### config.mk
export PLATFORM = sky130hd
export DESIGN_NAME = sr04_echo_responder_flat
export DESIGN_NICKNAME = d
export VERILOG_FILES = /design/src/rtl/sr04_pkg.sv /design/src/rtl/sr04_echo_responder_if.sv /design/src/rtl/sr04_cycle_timer.sv /design/src/rtl/sr04_echo_responder.sv /design/src/flat_wrapper.sv
export SDC_FILE = /design/constraint.sdc
export NUM_CORES = 1
export LEC_CHECK = 0
export CAP_MARGIN = 20
export CORE_UTILIZATION = 35
export CTS_CLUSTER_SIZE = 28
export DETAILED_ROUTE_END_ITERATION = 12
export HOLD_SLACK_MARGIN = 0.02
export PLACE_DENSITY = 0.6
export SYNTH_ARGS = -nofsm -noshare
export SYNTH_HDL_FRONTEND = slang
export SYNTH_SLANG_ARGS = --single-unit
### constraint.sdc
create_clock -name clk -period 3 [get_ports clk]
set_input_delay 0.3 -clock clk [delete_from_list [all_inputs] [get_ports clk]]
set_output_delay 0.3 -clock clk [all_outputs]
set_load 0.1 [all_outputs]
### src/rtl/sr04_pkg.sv
// Shared types and 50 MHz default timing for the SR04 echo responder.
package sr04_pkg;

  typedef enum logic [2:0] {
    IDLE,
    TRIG_HI,
    BURST,
    ECHO,
    HOLDOFF
  } sr04_state_e;

  localparam int unsigned CNT_W_DEF        = 24;
  localparam int unsigned MIN_TRIG_CYC_DEF = 500;
  localparam int unsigned BURST_CYC_DEF    = 10000;
  localparam int unsigned TIMEOUT_CYC_DEF  = 1900000;
  localparam int unsigned HOLDOFF_CYC_DEF  = 500000;

  // True when val can be held in a w-bit unsigned counter.
  function automatic bit fits_in(input longint unsigned val, input int unsigned w);
    return (w >= 64) || (val < (64'd1 << w));
  endfunction

endpackage

### src/rtl/sr04_echo_responder_if.sv
// Trig/echo link between an echo-timing detector (master) and the responder (slave).
interface sr04_echo_responder_if
  import sr04_pkg::*;
#(
  parameter int unsigned CNT_W = CNT_W_DEF
);
  logic             trig;
  logic [CNT_W-1:0] echo_len;
  logic             echo;
  logic             busy;
  logic             trig_err;

  modport master (output trig, output echo_len, input echo, input busy, input trig_err);
  modport slave  (input trig, input echo_len, output echo, output busy, output trig_err);
endinterface

### src/rtl/sr04_cycle_timer.sv
// Loadable down-counter shared by the burst, echo and holdoff phases.
// done is high during the last cycle of a loaded interval; the count parks at 0.
module sr04_cycle_timer #(
  parameter int unsigned CNT_W = 24
) (
  input  logic             clk,
  input  logic             rst,
  input  logic             start,
  input  logic [CNT_W-1:0] load_val,
  output logic             done
);
  logic [CNT_W-1:0] count_q;

  always_ff @(posedge clk) begin
    if (rst) begin
      count_q <= '0;
    end else if (start) begin
      count_q <= load_val;
    end else if (count_q != '0) begin
      count_q <= count_q - CNT_W'(1);
    end
  end

  assign done = (count_q == CNT_W'(1));
endmodule

### src/rtl/sr04_echo_responder.sv
// Synthesizable SR04 ultrasonic sensor stand-in: trig in, echo of programmed width out.
// Define SR04_TRIG_SYNC_EN to pass trig through a 2-flop synchronizer (adds 2 cycles latency).
//
// state   | meaning
// IDLE    | waiting for trig rising (trig must be seen low first after a shot)
// TRIG_HI | measuring trig high time
// BURST   | fixed delay from accepted trig fall to echo rise
// ECHO    | echo high for the latched width
// HOLDOFF | dead time before a new trig is accepted
module sr04_echo_responder
  import sr04_pkg::*;
#(
  parameter int unsigned CNT_W        = CNT_W_DEF,
  parameter int unsigned MIN_TRIG_CYC = MIN_TRIG_CYC_DEF,
  parameter int unsigned BURST_CYC    = BURST_CYC_DEF,
  parameter int unsigned TIMEOUT_CYC  = TIMEOUT_CYC_DEF,
  parameter int unsigned HOLDOFF_CYC  = HOLDOFF_CYC_DEF
) (
  input logic                  clk,
  input logic                  rst,
  sr04_echo_responder_if.slave bus
);

  if (!fits_in(64'(MIN_TRIG_CYC), CNT_W) || !fits_in(64'(BURST_CYC), CNT_W) ||
      !fits_in(64'(TIMEOUT_CYC), CNT_W) || !fits_in(64'(HOLDOFF_CYC), CNT_W)) begin : g_bad_param
    $error("sr04_echo_responder: a timing parameter does not fit in CNT_W bits");
  end

  localparam logic [CNT_W-1:0] MIN_C = CNT_W'(MIN_TRIG_CYC);
  localparam logic [CNT_W-1:0] BST_C = CNT_W'(BURST_CYC);
  localparam logic [CNT_W-1:0] TMO_C = CNT_W'(TIMEOUT_CYC);
  localparam logic [CNT_W-1:0] HLD_C = CNT_W'(HOLDOFF_CYC);

  logic trig_s;

`ifdef SR04_TRIG_SYNC_EN
  logic [1:0] sync_q;

  always_ff @(posedge clk) begin
    if (rst) sync_q <= '0;
    else     sync_q <= {sync_q[0], bus.trig};
  end

  assign trig_s = sync_q[1];
`else
  assign trig_s = bus.trig;
`endif

  sr04_state_e      state_q, state_d;
  logic             echo_q, echo_d;
  logic             busy_q, busy_d;
  logic             err_q, err_d;
  logic             armed_q, armed_d;
  logic [CNT_W-1:0] len_q, len_d;
  logic [CNT_W-1:0] tcnt_q, tcnt_d;
  logic             tmr_start;
  logic [CNT_W-1:0] tmr_load;
  logic             tmr_done;
  logic [CNT_W-1:0] len_eff;

  // Zero or an over-range width both mean "no object" and give the timeout width.
  assign len_eff = (bus.echo_len == '0 || bus.echo_len > TMO_C) ? TMO_C : bus.echo_len;

  sr04_cycle_timer #(.CNT_W(CNT_W)) u_timer (
    .clk      (clk),
    .rst      (rst),
    .start    (tmr_start),
    .load_val (tmr_load),
    .done     (tmr_done)
  );

  always_ff @(posedge clk) begin
    if (rst) begin
      state_q <= IDLE;
      echo_q  <= 1'b0;
      busy_q  <= 1'b0;
      err_q   <= 1'b0;
      armed_q <= 1'b1;
      len_q   <= '0;
      tcnt_q  <= '0;
    end else begin
      state_q <= state_d;
      echo_q  <= echo_d;
      busy_q  <= busy_d;
      err_q   <= err_d;
      armed_q <= armed_d;
      len_q   <= len_d;
      tcnt_q  <= tcnt_d;
    end
  end

  always_comb begin
    state_d   = state_q;
    echo_d    = echo_q;
    busy_d    = busy_q;
    err_d     = 1'b0;
    armed_d   = ~trig_s;
    len_d     = len_q;
    tcnt_d    = tcnt_q;
    tmr_start = 1'b0;
    tmr_load  = '0;

    case (state_q)
      IDLE: begin
        armed_d = armed_q | ~trig_s;
        if (trig_s && armed_q) begin
          state_d = TRIG_HI;
          tcnt_d  = CNT_W'(1);
        end
      end

      TRIG_HI: begin
        if (trig_s) begin
          if (tcnt_q < MIN_C) tcnt_d = tcnt_q + CNT_W'(1);
        end else begin
          tcnt_d = '0;
          if (tcnt_q >= MIN_C) begin
            busy_d    = 1'b1;
            len_d     = len_eff;
            tmr_start = 1'b1;
            if (BST_C == '0) begin
              state_d  = ECHO;
              echo_d   = 1'b1;
              tmr_load = len_eff;
            end else begin
              state_d  = BURST;
              tmr_load = BST_C;
            end
          end else begin
            state_d = IDLE;
            err_d   = 1'b1;
          end
        end
      end

      BURST: begin
        if (tmr_done) begin
          state_d   = ECHO;
          echo_d    = 1'b1;
          tmr_start = 1'b1;
          tmr_load  = len_q;
        end
      end

      ECHO: begin
        if (tmr_done) begin
          echo_d = 1'b0;
          if (HLD_C == '0) begin
            state_d = IDLE;
            busy_d  = 1'b0;
          end else begin
            state_d   = HOLDOFF;
            tmr_start = 1'b1;
            tmr_load  = HLD_C;
          end
        end
      end

      HOLDOFF: begin
        if (tmr_done) begin
          state_d = IDLE;
          busy_d  = 1'b0;
        end
      end

      default: begin
        state_d = IDLE;
        echo_d  = 1'b0;
        busy_d  = 1'b0;
      end
    endcase
  end

  assign bus.echo     = echo_q;
  assign bus.busy     = busy_q;
  assign bus.trig_err = err_q;

endmodule
### src/flat_wrapper.sv
// flat-port wrapper written by rule: the top's interface ports become plain ports
module sr04_echo_responder_flat import sr04_pkg::*;
#(
  parameter int unsigned CNT_W        = CNT_W_DEF,
  parameter int unsigned MIN_TRIG_CYC = MIN_TRIG_CYC_DEF,
  parameter int unsigned BURST_CYC    = BURST_CYC_DEF,
  parameter int unsigned TIMEOUT_CYC  = TIMEOUT_CYC_DEF,
  parameter int unsigned HOLDOFF_CYC  = HOLDOFF_CYC_DEF
)
  (clk, rst, bus_trig, bus_echo_len, bus_echo, bus_busy, bus_trig_err);
  sr04_echo_responder_if #(.CNT_W(CNT_W)) bus_i ();
  input logic clk;
  input logic rst;
  input wire logic [$bits(bus_i.trig)-1:0] bus_trig;
  input wire logic [$bits(bus_i.echo_len)-1:0] bus_echo_len;
  output wire logic [$bits(bus_i.echo)-1:0] bus_echo;
  output wire logic [$bits(bus_i.busy)-1:0] bus_busy;
  output wire logic [$bits(bus_i.trig_err)-1:0] bus_trig_err;
  assign bus_i.trig = bus_trig;
  assign bus_i.echo_len = bus_echo_len;
  assign bus_echo = bus_i.echo;
  assign bus_busy = bus_i.busy;
  assign bus_trig_err = bus_i.trig_err;
  sr04_echo_responder #(.CNT_W(CNT_W), .MIN_TRIG_CYC(MIN_TRIG_CYC), .BURST_CYC(BURST_CYC), .TIMEOUT_CYC(TIMEOUT_CYC), .HOLDOFF_CYC(HOLDOFF_CYC)) u_core (.clk(clk), .rst(rst), .bus(bus_i));
endmodule
* After elaboration in Yosys (flattened, before gate mapping)
Cells that the tools add are included.
Cells by class: $mul 0, div/mod/pow operators 0, multiplexer cells 31, add/sub/neg operators 2, reductions and logical operators 16, order comparisons 3, bitwise logic cells 5, shifts and indexed selects 0, equal/unequal tests 12
Operators by type and width (number):
- two-way mux 24 bit | 8
- one-hot mux 24 bit (3 select lines) | 1
- one-hot mux 24 bit (2 select lines) | 1
- adder 24 x 1 -> 24 bit (second input constant) | 1
- == test 24 x 1 -> 1 bit (second input constant) | 1
- >= comparator 24 x 9 -> 1 bit (second input constant) | 1
- > comparator 24 x 21 -> 1 bit (second input constant) | 1
- zero test 24 bit | 1
- < comparator 24 x 9 -> 1 bit (second input constant) | 1
- nonzero test 24 bit | 1
- subtractor 24 x 1 -> 24 bit (second input constant) | 1
- two-way mux 19 bit | 1
- two-way mux 3 bit | 5
- one-hot mux 3 bit (5 select lines) | 1
- two-way mux 14 bit | 1
- != test 2 x 1 -> 1 bit (second input constant) | 5
- two-way mux 1 bit | 9
- AND reduction 3 bit | 3
- OR reduction 3 bit | 3
- == test 3 x 2 -> 1 bit (second input constant) | 2
- one-hot mux 1 bit (3 select lines) | 2
- AND reduction 5 bit | 1
- NOT 1 bit | 4
- AND reduction 4 bit | 1
- other kinds (12) | 13
Word-level totals: memories 0, bits of input ports 27, output and inout port bits 3, latch bits 0, RAM bits 0, register bits after elaboration 79, memory bits (read-only) 0

* Logic depth before layout (Yosys ltp)
depth after elaboration 5, mapped depth 9, mapped depth without buffers 8

* Hierarchy
From an unflattened synthesis, not the netlist that was laid out.
Second synthesis, totals: cells, all modules 463, area total of the unflattened synthesis 4006.3 µm²
Modules (own cells, without submodules):
- sr04_echo_responder | instances 1, area an instance 2496.1 µm², sequential area each 1101.1 µm², cells each 273
- sr04_cycle_timer | instances 1, area an instance 1510.2 µm², sequential area each 480.5 µm², cells each 190

* Least setup slack after synthesis
OpenSTA, ideal clock, no wires.
path kind reg-to-reg, from register u_core.u_timer.count_q[2], to register u_core.u_timer.count_q[22], period minus slack after synthesis 2322 ps, required time 2872 ps, arrival 2195 ps, library setup time 128 ps, cell stages (with the launch flop) 9, path slack 678 ps, cell sequence dfxtp_1 -> or4_4 -> nor4_4 -> nand4_4 -> o22a_1 -> buf_2 -> buf_6 -> a32oi_1 -> nor2_1
On the way: word-level cells in the longest chain between the ends 4
RTL lines:
- from (decl) | line sr04_cycle_timer.sv:12 | logic [CNT_W-1:0] count_q;
- from (signal assigned) | line sr04_cycle_timer.sv:18 | count_q <= load_val;
- from (signal assigned) | line sr04_cycle_timer.sv:20 | count_q <= count_q - CNT_W'(1);
- branches (longest 4 deep; another with subtractor 24 x 1 -> 24 bit)
Several ways; the timed one is not identified. The select of a mux whose other input is x is not followed. A chain may end at the register's enable or synchronous reset.

* Worst setup path after layout
from register u_core.u_timer.count_q[2], to register u_core.u_timer.count_q[9]
Same word-level chain as after synthesis.

==> flow_metrics.tcl <==
set metrics [dict create \
    ys_ff_latch 79 \
    min_from "u_core.len_q[1]" \
    worst_pin_slew_ns 0.960 \
    synth_edf_count 0 \
    postCtsSetupBuffers 0 \
    ys_types 58 \
    synth_top_area_cell "dfxtp_1" \
    nFillCells 1033 \
    die_w_um 105 \
    power.leakage_nw 1.67 \
    worstHoldPathType "reg2reg" \
    pin_count 30 \
    cts_made_buffers 9 \
    critPathLaunchType "flip-flop" \
    antenna_left 0 \
    clk_path_buf_depth 2 \
    arrival_ns 2.94 \
    synth_nets 442 \
    hold_slack_ns 0.450 \
    multiInputGateArea_um2 1980 \
    p_total_mw 3.53 \
    p_per_area_nw_per_um2 808 \
    antenna_found_initial 0 \
    clock_latency_ns 0.35 \
    postSynthAreaPerCell_um2 9.03 \
    initial_core_util_pct 36.0 \
    groute.usage.overall_pct 17.7 \
    relSlewSlack_pct 35.8 \
    drc 0 \
    drv_slew 0 \
    worstSetupPathType "reg2reg" \
    wl_per_cell_um 15.9 \
    hold_violations 0 \
    dieArea_um2 11000 \
    dieHeight_um 105 \
    cts.clk_slew.worst_paths_ns 0.07 \
    cts_root_buffer "clkbuf_8" \
    viasPerCell 5.44 \
    cap_viol_max_count 0 \
    wirelength_um 9230 \
    routabilityCongestion 0.797 \
    cts_resized 0 \
    setup_violations 0 \
    netlist_instances 410 \
    fin_skew_ns 0.0107 \
    drt_first_iter_violations 153 \
    outcome "completed" \
    syn_to_final_growth_pct 18.1 \
    hold_buffers 0 \
    async_flop_share_pct 0 \
    synth_top_flop_cell "dfxtp_1" \
    htree_levels 3 \
    period_needed_ns 2.71 \
    r2r-start "u_core.u_timer.count_q[2]" \
    synth-seq-area-share_pct 42.7 \
    grt_pass1_vias 3066 \
    synthTopCellsByArea "dfxtp_1, nor2_1, xor2_1" \
    via_count 3168 \
    synth_top_cell_area_share_pct 42.7 \
    final.setup.tns_ns 0 \
    drive_above_1_share_pct 14.3 \
    dp_hpwl_um 6560 \
    cts.sinks 79 \
    coreArea_um2 10300 \
    startpoint "u_core.u_timer.count_q[2]" \
    io_buffers 29 \
    end_kind "flip-flop" \
    grt_max_degree 26 \
    min_period_over_period_pct 90.3 \
    grt-ovfl-total 0 \
    rows 37 \
    final_nets 474 \
    rsz0062_at_grt "false" \
    tritoncts "done" \
    yosysWarnings 0 \
    max_freq_ghz 0.369 \
    worstPathRequired_ns 3.24 \
    seqCellArea_um2 1580 \
    antenna_cells 0 \
    syn_area_um2 3700 \
    drt_first_pass_iters 4 \
    grt_pass1_wl_um 15400 \
    ir_worst_vdd_mv 0.330 \
    path_max_fanout 17 \
]
worst max-delay path, stage by stage (launching register included):
cell and delay (ns):
dfxtp_1 0.36, or4_4 0.59, nor4_4 0.48, nand4_4 0.22, o22a_1 0.51, a221oi_1 0.38
nor2_1 0.06
registers in the layout, indices dropped and copies added (netlist names):
register and cells:
u_core.len_q 24, u_core.bus.echo 1, u_core.u_timer.count_q 24, u_core.armed_q 1
u_core.bus.trig_err 1, u_core.state_q 3, u_core.bus.busy 1, u_core.tcnt_q 24
cells in the mapped netlist, drive strengths merged (9+ instances only):
master  number
nand3       13
xnor2       11
a21oi       19
dfxtp       79
xor2        17
nor3b        9
inv         10
a32oi        9
clkbuf      16
nor3        17
nand2       24
o221a       13
nor4        13
nor2        49
and2        13
per-stage QoR:
| step | instances | worst slack [ns] | utilization [%] | area, µm² |
|---|---|---|---|---|
| 3_5_place_dp | 567 | 0.319 | 40.5 | 4160 |
| 5_1_grt | 582 | 0.161 | 42.5 | 4370 |
| 2_1_floorplan | 410 | 0.678 | - | 3700 |
| 4_1_cts | 582 | 0.303 | 42.5 | 4370 |
| 3_3_place_gp | 567 | 0.335 | 40.5 | 4160 |
| 6_report | 582 | 0.292 | 42.5 | 4370 |
path summary, 6_finish.rpt:
path                            cells past startpoint                   endpoint  slack (ns)
worst max register to register                      6  u_core.u_timer.count_q[9]        0.29
worst min register to register                      2  u_core.u_timer.count_q[1]        0.45
worst min-delay path                                2  u_core.u_timer.count_q[1]        0.45
worst max-delay path                                6  u_core.u_timer.count_q[9]        0.29
report_power, final:
part	leakage [nW]	internal (mW)	total [mW]	switching [mW]
Sequential	0.640	1.18	1.31	0.133
Clock	0.109	0.485	0.861	0.376
Combinational	0.919	0.614	1.36	0.745
area by class of cell:
type	count	area share [%]
Timing Repair Buffer	43	8.93
Multi-Input combinational cell	299	45.3
Inverter	10	0.859
Clock inverter	4	1.60
Tap cell	136	3.89
Clock buffer	11	3.23
Sequential cell	79	36.2
cell usage in the layout (no fill, tap or decap), types with 10 or more instances in the layout:
cell type,instances
nand3_1,13
a21oi_1,18
and2_1,13
clkdlybuf4s50_1,27
buf_4,16
dfxtp_1,79
xnor2_1,11
xor2_1,17
nor3_1,15
nand2_1,23
o221a_2,13
nor4_1,12
nor2_1,49
clkbuf_8,10
layer usage:
layer / part of all wire, % / vias up / GRT usage, %
li1: - / 1581 / -
met1: 50 / 1513 / 24.0
met2: 44 / 66 / 27.7
met3: 4.1 / 8 / 4.05
met4: 1.2 / 0 / 5.63
met5: 0 / - / 0
cell families after synthesis:
| group | count (synthesis) | share of synthesized area, % |
|---|---|---|
| buf+inv | 32 | 3.75 |
| xor+xnor | 28 | 6.63 |
| fa+ha+maj | 5 | 1.69 |
| flops | 79 | 42.7 |
| compound gates | 89 | 18.6 |
| simple gates | 177 | 26.6 |
Power figures use the tool's default switching activity.
